<file path="src/rtl/alu8bit_unsigned.sv">
// Single-cycle 8-bit unsigned ALU with registered 16-bit result and SUB borrow flag.
// Optional divider for op 1010 is built only when macro ALU_DIV_EN is defined.
module alu8bit_unsigned (
  input  logic        clk,
  input  logic        nreset,
  input  logic [7:0]  u_a,
  input  logic [7:0]  u_b,
  input  logic [3:0]  op,
  output logic [15:0] u_result,
  output logic        borrow
);

  typedef enum logic [3:0] {
    OP_AND = 4'b0000,
    OP_OR  = 4'b0001,
    OP_XOR = 4'b0010,
    OP_NOT = 4'b0011,
    OP_EQ  = 4'b0100,
    OP_GT  = 4'b0101,
    OP_LT  = 4'b0110,
    OP_ADD = 4'b1000,
    OP_SUB = 4'b1001,
    OP_DIV = 4'b1010,
    OP_MUL = 4'b1011
  } op_e;

  logic [15:0] u_result_d, u_result_q;
  logic        borrow_d, borrow_q;

  logic [8:0]  sum9;
  logic [8:0]  diff9;
  logic [15:0] product;

  assign sum9    = {1'b0, u_a} + {1'b0, u_b};
  // Bit 8 of the 9-bit difference is set exactly when u_a < u_b.
  assign diff9   = {1'b0, u_a} - {1'b0, u_b};
  assign product = {8'h00, u_a} * {8'h00, u_b};

`ifdef ALU_DIV_EN
  logic [7:0] quotient;
  assign quotient = u_a / u_b;
`endif

  // NOTE: every always_comb output gets a default first so no path leaves it unassigned and no latch is inferred.
  always_comb begin
    u_result_d = 16'h0000;
    borrow_d   = 1'b0;
    case (op)
      OP_AND: u_result_d = {8'h00, u_a & u_b};
      OP_OR:  u_result_d = {8'h00, u_a | u_b};
      OP_XOR: u_result_d = {8'h00, u_a ^ u_b};
      OP_NOT: u_result_d = {8'h00, ~u_a};
      OP_EQ:  u_result_d = (u_a == u_b) ? 16'hFFFF : 16'h0000;
      OP_GT:  u_result_d = (u_a >  u_b) ? 16'hFFFF : 16'h0000;
      OP_LT:  u_result_d = (u_a <  u_b) ? 16'hFFFF : 16'h0000;
      OP_ADD: u_result_d = {7'h00, sum9};
      OP_SUB: begin
        u_result_d = {8'h00, diff9[7:0]};
        borrow_d   = diff9[8];
      end
`ifdef ALU_DIV_EN
      OP_DIV: u_result_d = (u_b == 8'h00) ? 16'hFFFF : {8'h00, quotient};
`else
      OP_DIV: u_result_d = 16'h0000;
`endif
      OP_MUL: u_result_d = product;
      default: u_result_d = 16'h0000;
    endcase
  end

  // NOTE: sequential state uses non-blocking assignments so all flops update together at the edge.
  always_ff @(posedge clk or negedge nreset) begin
    if (!nreset) begin
      u_result_q <= 16'h0000;
      borrow_q   <= 1'b0;
    end else begin
      u_result_q <= u_result_d;
      borrow_q   <= borrow_d;
    end
  end

  assign u_result = u_result_q;
  assign borrow   = borrow_q;

endmodule

</file>
<file path="config.mk">
export PLATFORM = sky130hd
export DESIGN_NAME = alu8bit_unsigned
export DESIGN_NICKNAME = d
export VERILOG_FILES = /design/src/rtl/alu8bit_unsigned.sv
export SDC_FILE = /design/constraint.sdc
export NUM_CORES = 1
export LEC_CHECK = 0
export ABC_AREA = 1
export CORE_MARGIN = 4
export CORE_UTILIZATION = 46
export CTS_CLUSTER_SIZE = 12
export DETAILED_ROUTE_END_ITERATION = 10
export GPL_TIMING_DRIVEN = 0
export PLACE_DENSITY_LB_ADDON = 0.25
export SYNTH_ARGS = -nofsm -noshare
export SYNTH_HDL_FRONTEND = slang
export SYNTH_SLANG_ARGS = --single-unit
export TNS_END_PERCENT = 30
</file>
<file path="constraint.sdc">
create_clock -name clk -period 1.25 [get_ports clk]
set_clock_uncertainty 0.1 [all_clocks]
set_input_delay 0.25 -clock clk [delete_from_list [all_inputs] [get_ports clk]]
set_output_delay 0.25 -clock clk [all_outputs]
set_load 0.1 [all_outputs]
</file>
==> summary.md <==
| Metric | Value |
|---|---|
| Final ANT Viol Nets | 0 |
| Hold crit path type | in2async |
| Pwr Density | 1210 nW/um^2 |
| Initial antenna violation count | 0 |
| #FFs+latches synth | 17 |
| DRC | 0 |
| Synth Flop Type | dfrtp_1 |
| Cell seen most often among critical-path stages | fa_1 |
| Multi-input gate area | 3500 um^2 |
| Leakage power total | 3.47 nW |
| Initial Util | 46.9% |
| CTS tree | yes |
| Data required time of the worst path | 1.33 ns |
| Startpoint types | input port |
| Fin cells | 861 |
| DP HPWL | 9900 um |
| Most common cell in the netlist | nand2_1 |
| Clock-pin slew on the worst setup and hold paths | 0.06 ns |
| Nets | 871 |
| DR vias/cell | 5.22 |
| N_diodes | 0 |
| Layout area overhead | 32.8% |
| Root Driver | clkbuf_8 |
| Ranking of synthesized cells by area | fa_1 18%, ha_1 17%, nand2_1 17% |
| Synth top cells by count | 196 x nand2_1, 166 x inv_1, 60 x ha_1 |
| Top-Level Pins | 39 |
| DR vias | 4492 |
| Gr usage total | 23.5% |
| Top achievable clock speed | 0.274 GHz |
| # placed instances | 819 |
| Placement Rows | 35 |
| TritonCTS buffer count | 3 |
| Synthesized instance count | 670 |
| Setup WS post-layout | -2.39 ns |
| Layout cell share with drive strength beyond 1 | 27.3% |
| Final min period | 3.64 ns |
| CP endpoint kind | flip-flop |
| Final Cell Area | 5730 um^2 |
| Top-area cell type share of the netlist area | 17.6% |
| CP max-delay cell | fa_1 |
| Fillers | 804 |
| Die area | 11000 um^2 |
| Final Hold Viols | 0 |
| Synth warnings | 0 |
| Mapped Nets | 790 |
| Cell Area, Synth | 4310 um^2 |
| Avg Inst Size Synth | 6.44 um^2 |
| First-pass GRT wire length | 21100 um |
| Top cell type by total area after synthesis | fa_1 |
| Initial DRC count | 251 |
| Register area share after synthesis | 9.86% |
| Worst path max stage delay | 0.51 ns |
| Max-slew violations | 0 |
| CP Cell Sequence | buf_4 -> clkbuf_16 -> nand2_4 -> inv_2 -> fa_1 -> fa_1 -> fa_1 -> inv_1 -> fa_1 -> inv_2 -> ha_4 -> nand2_4 -> inv_1 -> a21oi_2 -> nand2_2 -> nand2_2 -> nand2_1 -> nand2_1 -> nand3_1 -> nand2_1 |
| Max IR drop VDD | 0.798 mV |
| Area of placed instances | 5100 um^2 |
| DIE WIDTH | 105 um |
| Register area | 425 um^2 |
| TritonCTS Sinks | 17 |
| Tcrit/Tclk final | 291% |
| Placer Congestion | 0.908 |
| Synth async-reset ratio | 100% |
| Core Footprint | 9200 um^2 |
| Status | complete, but fails checks |
| Crit Path Class | in2reg |
| Max Cap Viol | 0 |
| CP Max Fanout | 7 |
| PortBufs | 38 |
| H-tree depth | 1 |
| Unrepaired setup endpoints after global routing | yes |
| Place WS | -3.26 ns |
| Total wire length | 12900 um |
| Post-synth EDFFs | 0 |
| Die height | 105 um |
| Final setup fails | 17 |
| CTS Hold Bufs | 0 |
| Largest net degree at the start of global routing | 18 |
| TritonRoute pass-1 iters | 5 |
| Sum Neg Setup Slack | -32.23 ns |
| Failing checks | setup timing |
| Number of global-route vias before repair | 4482 |
| Wire per inst | 14.9 um |
| Aggregate global routing overflow | 0 |
| Relative slew margins | 53.8% |
| CTS Buffer Depth | 2 |
| Least-Margin Pin Slew | 0.690 ns |
| Netlist cell types | 34 |
| Arrival @ worst endpoint | 3.72 ns |
[cell usage in the layout, fill, tap and decap left out, types with 6 or more instances in the layout]
master	netlist	routed
a21oi_1	22	16
buf_2	4	11
buf_4	1	49
buf_6	4	16
clkbuf_8	0	11
dfrtp_1	17	17
fa_1	38	34
ha_1	60	51
ha_4	0	6
inv_1	166	151
inv_2	4	19
nand2_1	196	162
nand2_2	3	26
nand2_4	0	11
nand3_1	49	39
nand3_2	2	12
nand4_1	7	7
nor2_1	40	31
nor2_2	2	7
nor2_4	3	7
o21ai_0	11	7
[layout make-up]
cell class                 instances  share of cell area (%)
tap                              111                    2.42
buffer                            25                    6.22
inverter                         170                    11.1
sequential                        17                    7.43
timing repair buffer              76                    10.9
clock inverter                     1                  0.0874
clock buffer                       3                   0.721
multi-input combinational        458                    61.1
[worst max-delay path: cells and delay by family]
| kind | cells | cell delay, ns |
|---|---|---|
| compound gates | 1 | 0.18 |
| fa+ha+maj | 5 | 2.21 |
| simple gates | 8 | 0.60 |
| buf+inv | 6 | 0.48 |
[registers in the layout, indices dropped and copies added, names as in the netlist]
register,flops
u_result,16
borrow,1
[per-layer routing]
| metal | GRT usage, % | vias up | routed length (um) |
|---|---|---|---|
| li1 | - | 2160 | - |
| met1 | 31.0 | 2134 | 5560 |
| met2 | 41.3 | 169 | 6260 |
| met3 | 1.30 | 29 | 686 |
| met4 | 6.94 | 0 | 357 |
| met5 | 0 | - | 0 |
[worst paths after layout]
check / slack [ns] / start / end
setup / recovery: -2.39 / u_a[3] / u_result[15]$_DFF_PN0_
hold / removal: 0.33 / nreset / u_result[9]$_DFF_PN0_
max in group asynchronous: 0.29 / nreset / u_result[12]$_DFF_PN0_
min in group clk: 0.46 / u_a[1] / u_result[1]$_DFF_PN0_
[through the flow]
| step | util (%) | total power, W | hold slack (ns) |
|---|---|---|---|
| finish | 62.3 | 0.00693 | 0.327 |
| global route | 62.3 | 0.00754 | 0.389 |
| CTS | 61.0 | 0.00643 | 0.349 |
| detailed placement | 55.4 | 0.00519 | 0.608 |
| global placement | 55.4 | 0.00510 | 0.600 |
| floorplan | - | 0.00418 | -0.146 |
[kinds of logic after synthesis]
family	after synthesis	synth area share [%]
compound gates	47	6.21
simple gates	310	30.4
xor+xnor	3	0.609
fa+ha+maj	98	35.0
flops	17	9.86
buf+inv	195	17.9
[where the power goes]
group | internal, W | switching [W] | total [W]
Clock | 0.000220 | 0.000160 | 0.000381
Combinational | 0.00233 | 0.00358 | 0.00592
Sequential | 0.000619 | 0.0000195 | 0.000639
Total | 0.00317 | 0.00376 | 0.00693
[timing repair]
action / 4_1_cts / 5_1_grt
resized for setup: 257 / 31
setup endpoints to repair: 34 / 19
cloned: 1 / 0
pin swaps: 49 / 21
setup buffers: 35 / 2
(Power assumes the default switching activity.)
